==> config.mk <==
export PLATFORM = sky130hd
export DESIGN_NAME = wb_sdr_arbiter
export DESIGN_NICKNAME = d
export VERILOG_FILES = /design/src/rtl/wb_arb_pkg.sv /design/src/rtl/wb_timeout_mon.sv /design/src/rtl/wb_sdr_arbiter.sv
export SDC_FILE = /design/constraint.sdc
export NUM_CORES = 1
export LEC_CHECK = 0
export BUFFER_PORTS_ARGS = -buffer_cell sky130_fd_sc_hd__buf_2
export CAP_MARGIN = 20
export CORE_AREA = 2 2 113 115
export DETAILED_ROUTE_END_ITERATION = 10
export DIE_AREA = 0 0 115 117
export PLACE_DENSITY = 0.52
export SYNTH_ARGS = -nofsm -noshare
export SYNTH_HDL_FRONTEND = slang
export SYNTH_SLANG_ARGS = --single-unit
==> constraint.sdc <==
create_clock -name clk -period 1.6 [get_ports clk]
set_input_delay 0.32 -clock clk [delete_from_list [all_inputs] [get_ports clk]]
set_output_delay 0.32 -clock clk [all_outputs]
set_load 0.01 [all_outputs]
==> src/rtl/wb_arb_pkg.sv <==
// Shared types and constants for the two-master Wishbone SDRAM arbiter.
// The state encoding doubles as the one-hot grant vector.
package wb_arb_pkg;

    typedef enum logic [1:0] {
        ST_IDLE = 2'b00,
        ST_OWN0 = 2'b01,
        ST_OWN1 = 2'b10
    } arb_state_t;

    localparam logic [1:0] GNT_IDLE = 2'b00;
    localparam logic [1:0] GNT_M0   = 2'b01;
    localparam logic [1:0] GNT_M1   = 2'b10;

    localparam int DEF_MAX_HOLD = 16;
    localparam int DEF_TIMEOUT  = 255;
    localparam int HOLD_W       = 5;
    localparam int TO_W         = 8;

endpackage

==> src/rtl/wb_timeout_mon.sv <==
// Counts stalled strobe cycles (stb without ack) and flags the last one
// before the bus is considered hung.
module wb_timeout_mon
    import wb_arb_pkg::*;
#(
    parameter int TIMEOUT = DEF_TIMEOUT
) (
    input  logic clk,
    input  logic rst_n,
    input  logic stb,
    input  logic ack,
    input  logic clr,
    output logic expired
);

    localparam logic [TO_W-1:0] TO_LAST = TO_W'(TIMEOUT - 1);

    logic [TO_W-1:0] to_cnt_q;
    logic [TO_W-1:0] to_cnt_d;

    always_comb begin
        to_cnt_d = to_cnt_q;
        if (clr || ack) begin
            to_cnt_d = '0;
        end else if (stb && (to_cnt_q != TO_LAST)) begin
            to_cnt_d = to_cnt_q + 1'b1;
        end
    end

    always_ff @(posedge clk or negedge rst_n) begin
        if (!rst_n) begin
            to_cnt_q <= '0;
        end else begin
            to_cnt_q <= to_cnt_d;
        end
    end

    // An ack arriving on the final cycle suppresses the timeout.
    assign expired = stb && !ack && (to_cnt_q == TO_LAST);

endmodule

==> src/rtl/wb_sdr_arbiter.sv <==
// Two-master Wishbone arbiter in front of the SDRAM bridge: screen DMA (m0)
// has priority, the processor (m1) is protected from starvation.
module wb_sdr_arbiter
    import wb_arb_pkg::*;
#(
    parameter int AW       = 24,
    parameter int DW       = 32,
    parameter int MAX_HOLD = DEF_MAX_HOLD,
    parameter int TIMEOUT  = DEF_TIMEOUT
) (
    input  logic            clk,
    input  logic            rst_n,
    input  logic            m0_cyc,
    input  logic            m0_stb,
    input  logic            m0_we,
    input  logic [AW-1:0]   m0_adr,
    input  logic [DW/8-1:0] m0_sel,
    input  logic [DW-1:0]   m0_dat_w,
    output logic [DW-1:0]   m0_dat_r,
    output logic            m0_ack,
    output logic            m0_err,
    input  logic            m1_cyc,
    input  logic            m1_stb,
    input  logic            m1_we,
    input  logic [AW-1:0]   m1_adr,
    input  logic [DW/8-1:0] m1_sel,
    input  logic [DW-1:0]   m1_dat_w,
    output logic [DW-1:0]   m1_dat_r,
    output logic            m1_ack,
    output logic            m1_err,
    output logic            s_cyc,
    output logic            s_stb,
    output logic            s_we,
    output logic [AW-1:0]   s_adr,
    output logic [DW/8-1:0] s_sel,
    output logic [DW-1:0]   s_dat_w,
    input  logic [DW-1:0]   s_dat_r,
    input  logic            s_ack,
    output logic [1:0]      grant,
    output logic            timeout_evt
);

    arb_state_t        state_q, state_d;
    logic              fair_q, fair_d;
    logic [HOLD_W-1:0] hold_cnt_q, hold_cnt_d, hold_inc;
    logic              own0, own1, expired, preempt, to_clr;

    assign own0  = (state_q == ST_OWN0);
    assign own1  = (state_q == ST_OWN1);
    assign grant = state_q;

    always_comb begin
        s_cyc   = 1'b0;
        s_stb   = 1'b0;
        s_we    = 1'b0;
        s_adr   = '0;
        s_sel   = '0;
        s_dat_w = '0;
        if (own0) begin
            s_cyc   = m0_cyc;
            s_stb   = m0_stb;
            s_we    = m0_we;
            s_adr   = m0_adr;
            s_sel   = m0_sel;
            s_dat_w = m0_dat_w;
        end else if (own1) begin
            s_cyc   = m1_cyc;
            s_stb   = m1_stb;
            s_we    = m1_we;
            s_adr   = m1_adr;
            s_sel   = m1_sel;
            s_dat_w = m1_dat_w;
        end
    end

    assign m0_dat_r    = s_dat_r;
    assign m1_dat_r    = s_dat_r;
    assign m0_ack      = own0 && s_ack;
    assign m1_ack      = own1 && s_ack;
    assign m0_err      = own0 && expired;
    assign m1_err      = own1 && expired;
    assign timeout_evt = expired;

    // The ack being taken this cycle counts toward the hold limit, so m0
    // gets exactly MAX_HOLD acks before yielding at a strobe boundary.
    assign hold_inc = (hold_cnt_q == '1) ? hold_cnt_q : hold_cnt_q + 1'b1;
    assign preempt  = own0 && s_ack && m1_cyc && (hold_inc >= HOLD_W'(MAX_HOLD));

    always_comb begin
        state_d    = state_q;
        fair_d     = fair_q;
        hold_cnt_d = hold_cnt_q;
        case (state_q)
            ST_IDLE: begin
                if (fair_q && m1_cyc) begin
                    state_d = ST_OWN1;
                    fair_d  = 1'b0;
                end else if (m0_cyc) begin
                    state_d    = ST_OWN0;
                    hold_cnt_d = '0;
                end else if (m1_cyc) begin
                    state_d = ST_OWN1;
                end
            end
            ST_OWN0: begin
                if (s_ack) begin
                    hold_cnt_d = hold_inc;
                end
                if (preempt) begin
                    state_d = ST_IDLE;
                    fair_d  = 1'b1;
                end else if (!m0_cyc || expired) begin
                    state_d = ST_IDLE;
                end
            end
            ST_OWN1: begin
                if (!m1_cyc || expired) begin
                    state_d = ST_IDLE;
                end
            end
            default: state_d = ST_IDLE;
        endcase
    end

    always_ff @(posedge clk or negedge rst_n) begin
        if (!rst_n) begin
            state_q    <= ST_IDLE;
            fair_q     <= 1'b0;
            hold_cnt_q <= '0;
        end else begin
            state_q    <= state_d;
            fair_q     <= fair_d;
            hold_cnt_q <= hold_cnt_d;
        end
    end

    // Clearing on every state change resets the stall count between owners.
    assign to_clr = (state_d != state_q);

    wb_timeout_mon #(
        .TIMEOUT (TIMEOUT)
    ) u_timeout_mon (
        .clk     (clk),
        .rst_n   (rst_n),
        .stb     (s_stb),
        .ack     (s_ack),
        .clr     (to_clr),
        .expired (expired)
    );

endmodule

==> results of run 1 <==
==> through the flow <==
stage	setup slack [ns]	power (mW)
global placement	-0.155	1.96
global route	-0.405	3.43
detailed placement	-0.161	1.98
floorplan	-0.143	1.44
finish	-0.363	3.26
CTS	-0.380	3.16
==> sequential cells by signal, summed over array words and instances (netlist names) <==
name	count
fair_q	1
grant	2
hold_cnt_q	5
u_timeout_mon.to_cnt_q	8
==> routing by layer <==
layer / vias to the layer above / wire length, µm / global-route usage [%]
met5: - / 0 / 0
met4: 0 / 78 / 1.53
met3: 9 / 1470 / 5.20
met2: 188 / 5810 / 26.0
met1: 1271 / 4500 / 18.9
li1: 1236 / - / -
==> area by class of cell <==
type	instances	area [µm²]	share of cell area [%]
clock buffer	4	78.8	1.94
inverter	6	22.5	0.555
multi-input combinational	146	1390	34.3
sequential	16	403	9.93
tap	150	188	4.62
timing repair buffer	257	1980	48.7
==> tightest hold or removal path, cell delays in order <==
cell and delay (ns):
buf_2 0.13, nand2b_4 0.08, o21ai_0 0.07, nor2_1 0.10
==> power breakdown <==
group	internal [mW]	switching [mW]	total, mW
Sequential	0.440	0.0385	0.478
Clock	0.338	0.159	0.497
Combinational	1.26	1.02	2.29
==> repair_timing <==
item	4_1_cts	5_1_grt
setup endpoints to repair	76	81
hold buffers	1	0
cloned	10	5
endpoints found under the hold margin	16	0
resized for setup	73	29
buffers inserted	16	6
pin swaps	12	24
==> worst max path at each step <==
stage	startpoint	to	slack [ns]	cells after the start
floorplan	grant[0]	m0_err	-0.14	4
global placement	u_timeout_mon.to_cnt_q[0]	m0_err	-0.15	6
detailed placement	grant[1]	s_adr[2]	-0.16	5
CTS	u_timeout_mon.to_cnt_q[0]	m0_err	-0.38	6
global route	grant[0]	s_sel[2]	-0.40	6
finish	grant[0]	s_sel[2]	-0.36	6
==> placed cells by master (no fill, tap or decap), types with 3 or more instances in the layout <==
cell type and instances:
nor3_2 3, clkbuf_16 7, buf_12 10, mux2i_1 3, a22o_4 5, a22o_1 56
o21ai_0 4, buf_6 35, dfrtp_1 14, buf_4 28, and2_4 3, buf_16 6
buf_8 3, inv_1 4, nand2_1 7, a211oi_2 5, buf_2 170, nor2_1 9
a2111oi_4 4
==> cell families (layout without fill, tap and decap cells) <==
logic type,count (synthesis),count (layout),synth area share [%]
AO/OA/AOI/OAI,89,89,36.9
XOR/XNOR,3,3,1.21
adder cells (fa/ha/maj),3,3,1.72
buffers and inverters,87,267,26.8
flip-flops,16,16,18.4
multiplexers,3,3,1.38
AND/OR/NAND/NOR,48,48,13.6
==> impl_results.md, run 1 <==
* Die height at 117 µm
* Crit-path max FO at 5
* Synth Register Bits at 16
* Max-slew headroom at 75.7%
* Worst-Margin Slew at 0.354 ns
* Nets@finish at 594
* Initial Util at 17.7%
* CP startpoint kind: register
* Clock period minus worst slack at 1.96 ns
* Post-Syn Nets at 413
* Synth Instances at 249
* Fillers at 1249
* Post-route cell area at 4060 µm²
* Wire length of the first global-routing pass at 14900 µm
* Post-synthesis sequential area ratio at 18.4%
* Initial antenna violation count at 0
* Count leader, synth: buf_4
* Critical Path AT at 1.64 ns
* Async S/R FF share, synth at 100%
* Clock skew at 0.00301 ns
* Drt first pass iters at 4
* Crit path max-delay family: buffers and inverters
* Class of the worst hold path: in -> reg
* Crit path buf inv count at 4
* Final Hold Fails at 0
* Status: complete, but fails checks
* Crit end category: output pin
* Synth top area share at 24.5%
* Routed via count at 2704
* Share of cells above drive strength 1 at 70.6%
* Failing checks: negative setup slack
* Synth cell types at 47
* Htree depth at 1
* Layout Cells excl Fill at 579
* Ant. Diodes at 0
* Root Buffer: clkbuf_16
* Largest net degree at the start of global routing at 19
* Hold Startpoint: m0_cyc
* Core ar. at 12300 µm²
* Die area at 13500 µm²
* Final TNS setup at -20.45 ns
* CP most frequent cell: buf_12
* F_max at 510 MHz
* GRT Overall Usage at 15.1%
* Worst Hold Endpoint: grant[1]
* Ys Warns at 0
* Area grow syn2layout at 86.4%
* Final period util at 123%
* Number of port buffers at 198
* Reg-to-reg startpoint: grant[0]
* Final setup fails at 77
* Setup CP Type: reg -> out
* Util after Layout at 33.0%
* Max cap viols at 0
* Via density at 4.67
* Critical path, cell by cell: and2b_4, buf_12, buf_12, buf_16, a22o_1, buf_2
* Crit Reg-Reg Endpoint: u_timeout_mon.to_cnt_q[7]
* Total gr overflow at 0
* Max Slew Vio Count at 0
* FF-to-FF setup slack at -0.19 ns
* Reg2reg path depth at 6
* CTS sink count at 16
* Vias in the first global route at 2489
* FP Rows at 41
* Largest area contributor in the netlist: a22o_1
* PD cells at 803 nW/µm²
* Detailed Route WL at 11900 µm
* Iter 0 DRT Violations at 139
* WHS Path Cells at 4
* Routed len/inst at 20.5 µm
* Post-DRT Antenna Nets at 0
* Crit path largest cell delay at 0.44 ns
* Peak VDD IR at 0.565 mV
* HPWL after DPL at 8480 µm
* Hold slack at 0.491 ns
* CTS tree: yes
* RePlAce Congestion at 0.871
* DR DRC count at 0
* Critical path data required time at 1.28 ns
* Worst-path clk slew at 0.05 ns
* Final worst slack at -0.363 ns
* Die Width at 115 µm
* Most instantiated cells after synthesis: buf_4 (64), a22o_1 (61), dfrtp_1 (16)
* Post-synthesis cell area at 2180 µm²
* Clock Tree Buf Depth at 2
* Clk Latency, worst-skew pair at 0.25 ns
* Total CTS buffers at 3
* Dpl cells at 542
* Leak Pwr at 2.07 nW
* EDFF count, synth at 0
* CP max-delay cell: dfrtp_2
* RSZ-0062 raised after global routing: true
* Mean Syn Cell Area at 8.74 µm²
* Leading post-synthesis cells by cell area: a22o_1 (25%), buf_4 (22%), dfrtp_1 (18%)
* Placed Area at 3060 µm²
* I/O Pins at 295
* Top FF cell, synth: dfrtp_1
No activity file was read; power rests on OpenSTA's default activity.
==> run 2: changes to the inputs <==
Settings changed: CELL_PAD_IN_SITES_DETAIL_PLACEMENT set to 1, CELL_PAD_IN_SITES_GLOBAL_PLACEMENT set to 1, CORE_AREA 2 2 113 115 to 2 2 117 119, DIE_AREA 0 0 115 117 to 0 0 119 121, PLACE_DENSITY 0.52 to 0.73.
==> run 2 against run 1 <==
The flow finishes with violations (negative hold slack, negative setup slack); clock-buffer cell count is the same; critical path type unchanged; wire length shrank 6.4%; critical endpoint is now s_dat_w[11]; setup slack better by 0.0066 ns; power fell by 7.0%; clock power rose by 1%; cell count increased by 2.4%; combinational power is 10% lower; first-iteration DRC count fell by 53%; utilization shrank 3.5 points; clock skew grew 0.0045 ns; critical path depth unchanged.
==> impl_results.md, run 2 (same netlist as run 1, synthesis figures left out) <==
* Placed Area at 3080 µm² (+0.74%)
* Critical path, cell by cell: buf_6, and2b_4, buf_12, buf_16, a22o_1, buf_2
* Critical path data required time at 1.28 ns (about the same)
* Die height at 121 µm (+3.4%)
* Top reg by flops: u_timeout_mon.to_cnt_q
* Die area at 14400 µm² (+7.0%)
* HPWL after DPL at 8470 µm (-0.10%)
* DR DRC count at 0 (unchanged)
* Status: complete, but fails checks
* Peak VDD IR at 0.993 mV (+76%)
* Place WS at -0.138 ns (+0.0236 ns)
* Crit. path cell count at 6 (unchanged)
* Post-DRT Antenna Nets at 0 (unchanged)
* CTS sink count at 16 (unchanged)
* Commonest non-fill, non-tap cells in the layout: buf_2 (180), a22o_1 (52), buf_6 (26)
* Nets@finish at 582 (-2.0%)
* Total CTS buffers at 3 (unchanged)
* Pwr Total at 3.03 mW (-7.0%)
* GRT Overall Usage at 13.5% (-1.5 points)
* Final TNS setup at -19.87 ns (+0.575 ns)
* Critical Path AT at 1.64 ns (about the same)
* I/O Pins at 295 (unchanged)
* Crit path buf inv count at 4 (unchanged)
* Final worst slack at -0.356 ns (+0.00658 ns)
* Worst-path clk slew at 0.05 ns (about the same)
* Drt first pass iters at 4 (unchanged)
* Htree depth at 1 (unchanged)
* Most common cell after layout, fill and taps aside: buf_2
* Failing checks: negative hold slack, negative setup slack
* Final setup fails at 75 (-2.6%)
* Largest net degree at the start of global routing at 22 (+3)
* Critical path origin: grant[1]
* CP startpoint kind: register
* Crit end category: output pin
* Initial Util at 16.6% (-1.0 points)
* PD cells at 785 nW/µm² (-2.3%)
* RSZ-0062 raised after global routing: true
* CP max-delay cell: dfrtp_2
* CTS tree: yes
* Crit path largest cell delay at 0.42 ns (-0.02 ns)
* Class of the worst hold path: in -> async
* Final period util at 122% (-0.41 points)
* Worst Setup EP: s_dat_w[11]
* Reg-to-reg startpoint: grant[1]
* Clk Latency, worst-skew pair at 0.25 ns (about the same)
* Iter 0 DRT Violations at 66 (-53%)
* Max-slew headroom at 73.9% (-1.8 points)
* Hold slack at -0.0185 ns (-0.510 ns)
* RePlAce Congestion at 0.783 (-10%)
* Area grow syn2layout at 77.4%
* Worst-Margin Slew at 0.387 ns (+0.0326 ns)
* Setup CP Type: reg -> out
* Vias in the first global route at 2658 (+6.8%)
* Via density at 4.36 (-6.6%)
* Core ar. at 13100 µm² (+6.3%)
* Routed via count at 2587 (-4.3%)
* Max FFs per register at 8 (unchanged)
* Ant. Diodes at 0 (unchanged)
* Fillers at 1569 (+26%)
* Initial antenna violation count at 0 (unchanged)
* Clock period minus worst slack at 1.96 ns (-0.00658 ns)
* Die Width at 119 µm (+3.5%)
* Root Buffer: clkbuf_16
* Crit-path max FO at 5 (unchanged)
* Clock Tree Buf Depth at 2 (unchanged)
* Final Hold Fails at 16 (+16)
* FP Rows at 42 (+2.4%)
* F_max at 511 MHz (+0.34%)
* Routed len/inst at 18.7 µm (-8.6%)
* Wire length of the first global-routing pass at 15300 µm (+3.0%)
* Post-route cell area at 3860 µm² (-4.9%)
* FF-to-FF setup slack at -0.16 ns (+0.03 ns)
* Leak Pwr at 2.01 nW (-2.9%)
* Share of cells above drive strength 1 at 69.3% (-1.3 points)
* Crit Reg-Reg Endpoint: u_timeout_mon.to_cnt_q[7]
* Max Slew Vio Count at 0 (unchanged)
* Number of port buffers at 198 (unchanged)
* Clock skew at 0.00749 ns (+0.00448 ns)
* Max cap viols at 0 (unchanged)
* Reg2reg path depth at 7 (+1)
* Util after Layout at 29.5% (-3.5 points)
* Detailed Route WL at 11100 µm (-6.4%)
* Crit path max-delay family: buffers and inverters
* Total gr overflow at 0 (unchanged)
## run 2: changes by cell type in the layout (fill, tap and decap cells not counted), sizes merged
| cell | change |
|---|---|
| buf | -10 |
| clkbuf | -1 |
| dlygate4sd3 | -1 |
## run 2: layer usage
layer,GRT usage (%),vias up,part of all wire (%)
met4,1.79,0,0.82
met3,3.57,9,6.6
met5,0,-,0
met2,25.3,143,52
li1,-,1206,-
met1,15.9,1229,41
## run 2: worst min-delay path by stage
stage	end	slack (ns)	cells after the start
2_1_floorplan	fair_q	0.02	0
3_3_place_gp	u_timeout_mon.to_cnt_q[0]	0.25	1
3_5_place_dp	u_timeout_mon.to_cnt_q[5]	0.27	1
4_1_cts	hold_cnt_q[1]	0.005	1
5_1_grt	hold_cnt_q[1]	0.02	1
6_report	hold_cnt_q[1]	-0.02	1
## run 2: repair_timing
item	4_1_cts	5_1_grt
setup endpoints to repair	75	78
gates resized for setup	48	19
gates cloned	5	4
pin swaps	9	11
hold buffers	0	0
buffers inserted	11	5
## run 2: cell type report
cell class	instances	area (µm²)	area share (%)
sequential	16	403	10.4
tap	176	220	5.70
timing repair buffer	245	1740	45.0
multi-input combinational	146	1400	36.2
clock buffer	4	78.8	2.04
inverter	6	22.5	0.583
## run 2: power breakdown
part           internal [mW]  leakage [nW]  switching [mW]
combinational           1.12          1.75           0.938
clock                  0.338        0.0382           0.165
sequential             0.440         0.217          0.0347
total                   1.89          2.01            1.14
## run 2: metrics by stage
step | hold slack, ns | cells
detailed placement | 0.268 | 565
global placement | 0.252 | 565
CTS | 0.00496 | 584
floorplan | 0.0244 | 249
global route | 0.0159 | 593
finish | -0.0185 | 593
==> run 3: changes to the inputs <==
Settings changed: SKIP_CTS_REPAIR_TIMING set to 1.
==> run 3 against run 2 <==
The run still ends with negative hold slack, negative setup slack left; die area unchanged; power is essentially flat; critical path depth did not move; largest power group unchanged; cell area decreased by 1.3%.
==> impl_results.md, run 3 (same netlist as run 1, synthesis figures left out) <==
* Status: complete, but fails checks
* Failing checks: negative hold slack, negative setup slack
* Detailed Route WL at 11700 µm (+5.5%)
* Reg-to-reg startpoint: u_timeout_mon.to_cnt_q[0]
* Worst Setup EP: m1_err
* Reg2reg path depth at 8 (+1)
* Class of the worst hold path: in -> async
* Top reg by flops: u_timeout_mon.to_cnt_q
* Final setup fails at 74 (-1.3%)
* PD cells at 796 nW/µm² (+1.4%)
* Wire length of the first global-routing pass at 14100 µm (-8.1%)
* Nets@finish at 580 (-0.34%)
* Post-DRT Antenna Nets at 0 (unchanged)
* Share of cells above drive strength 1 at 68.4% (-0.87 points)
* Iter 0 DRT Violations at 96 (+45%)
* Die Width at 119 µm (unchanged)
* Clock period minus worst slack at 1.97 ns (+0.0182 ns)
* GRT Overall Usage at 12.4% (-1.2 points)
* Post-route cell area at 3810 µm² (-1.3%)
* Die area at 14400 µm² (unchanged)
* Critical path origin: u_timeout_mon.to_cnt_q[0]
* Peak VDD IR at 0.583 mV (-41%)
* Routed len/inst at 19.8 µm (+5.9%)
* FF-to-FF setup slack at -0.16 ns (about the same)
* Final TNS setup at -19.07 ns (+0.804 ns)
* Ant. Diodes at 0 (unchanged)
* Worst-Margin Slew at 0.401 ns (+0.0143 ns)
* Total CTS buffers at 3 (unchanged)
* Clock Tree Buf Depth at 2 (unchanged)
* Hold slack at -0.0148 ns (+0.00365 ns)
* Vias in the first global route at 2489 (-6.4%)
* DR DRC count at 0 (unchanged)
* Max FFs per register at 8 (unchanged)
* Critical Path AT at 1.65 ns (about the same)
* Htree depth at 1 (unchanged)
* Most common cell after layout, fill and taps aside: buf_2
* Crit-path max FO at 4 (-1)
* Initial antenna violation count at 0 (unchanged)
* Clk Latency, worst-skew pair at 0.25 ns (about the same)
* CP startpoint kind: register
* Clock skew at 0.00705 ns (-0.000438 ns)
* Pwr Total at 3.03 mW (about the same)
* Core ar. at 13100 µm² (unchanged)
* CTS tree: yes
* Root Buffer: clkbuf_16
* CP max-delay cell: dfrtp_1
* I/O Pins at 295 (unchanged)
* Placed Area at 3080 µm² (unchanged)
* Critical path data required time at 1.28 ns (about the same)
* Total gr overflow at 0 (unchanged)
* Number of port buffers at 198 (unchanged)
* Max-slew headroom at 72.9% (-0.96 points)
* Die height at 121 µm (unchanged)
* Leak Pwr at 1.98 nW (-1.4%)
* FP Rows at 42 (unchanged)
* Max Slew Vio Count at 0 (unchanged)
* Critical path, cell by cell: inv_2, ha_4, nand3_4, a2111oi_4, and2_4, buf_6
* Crit Reg-Reg Endpoint: u_timeout_mon.to_cnt_q[0]
* Max cap viols at 0 (unchanged)
* Final Hold Fails at 16 (unchanged)
* Via density at 4.54 (+4.1%)
* Crit. path cell count at 6 (unchanged)
* Initial Util at 16.6% (unchanged)
* F_max at 507 MHz (-0.92%)
* Commonest non-fill, non-tap cells in the layout: buf_2 (177), a22o_1 (52), buf_6 (30)
* Crit path max-delay family: flip-flops
* Drt first pass iters at 4 (unchanged)
* Crit end category: output pin
* HPWL after DPL at 8470 µm (unchanged)
* Worst-path clk slew at 0.05 ns (about the same)
* Routed via count at 2684 (+3.7%)
* RSZ-0062 raised after global routing: true
* CTS sink count at 16 (unchanged)
* Final worst slack at -0.374 ns (-0.0182 ns)
* RePlAce Congestion at 0.783 (unchanged)
* Setup CP Type: reg -> out
* Crit path largest cell delay at 0.38 ns (-0.04 ns)
* Final period util at 123% (+1.1 points)
* Area grow syn2layout at 75.1%
* Fillers at 1573 (+0.25%)
* Largest net degree at the start of global routing at 42 (+91%)
* Crit path buf inv count at 2 (-2)
==> run 3: worst reg2reg max path, stage by stage (launching register included) <==
cell       delay [ns]
dfrtp_1          0.38
inv_2            0.08
ha_4             0.15
nand3_4          0.10
a2111oi_4        0.39
buf_4            0.20
buf_6            0.10
o21a_4           0.19
nor3_1           0.07
==> run 3: through the flow <==
step                std cells  utilization (%)  setup slack [ns]
floorplan                 249                -            -0.143
global placement          565             23.5            -0.143
detailed placement        565             23.5            -0.138
CTS                       569             24.1            -0.424
global route              591             29.1            -0.466
finish                    591             29.1            -0.374
==> run 3: layout make-up <==
| cell class | count | area [µm²] | area share, % |
|---|---|---|---|
| Multi-Input combinational cell | 147 | 1350 | 35.4 |
| Timing Repair Buffer | 242 | 1740 | 45.6 |
| Clock buffer | 4 | 78.8 | 2.07 |
| Tap cell | 176 | 220 | 5.78 |
| Sequential cell | 16 | 403 | 10.6 |
| Inverter | 6 | 22.5 | 0.591 |
==> run 3: worst min path at each step <==
stage,from,end,slack [ns],cells past startpoint
after floorplan,rst_n,fair_q,0.02,0
after global placement,rst_n,u_timeout_mon.to_cnt_q[0],0.25,1
after detailed placement,rst_n,u_timeout_mon.to_cnt_q[5],0.27,1
after CTS,rst_n,hold_cnt_q[1],0.005,1
after global routing,rst_n,hold_cnt_q[1],0.02,1
final,rst_n,hold_cnt_q[1],-0.01,1
==> run 3: metal layers <==
layer | routed length [µm] | global-route usage [%]
met5 | 0 | 0
met4 | 201 | 1.41
met3 | 888 | 3.29
met2 | 5760 | 22.6
met1 | 4860 | 15.0
==> run 3: report_power, final <==
| part | switching (mW) | internal [mW] |
|---|---|---|
| logic | 0.959 | 1.10 |
| clock network | 0.159 | 0.338 |
| registers | 0.0363 | 0.440 |
| total | 1.15 | 1.88 |
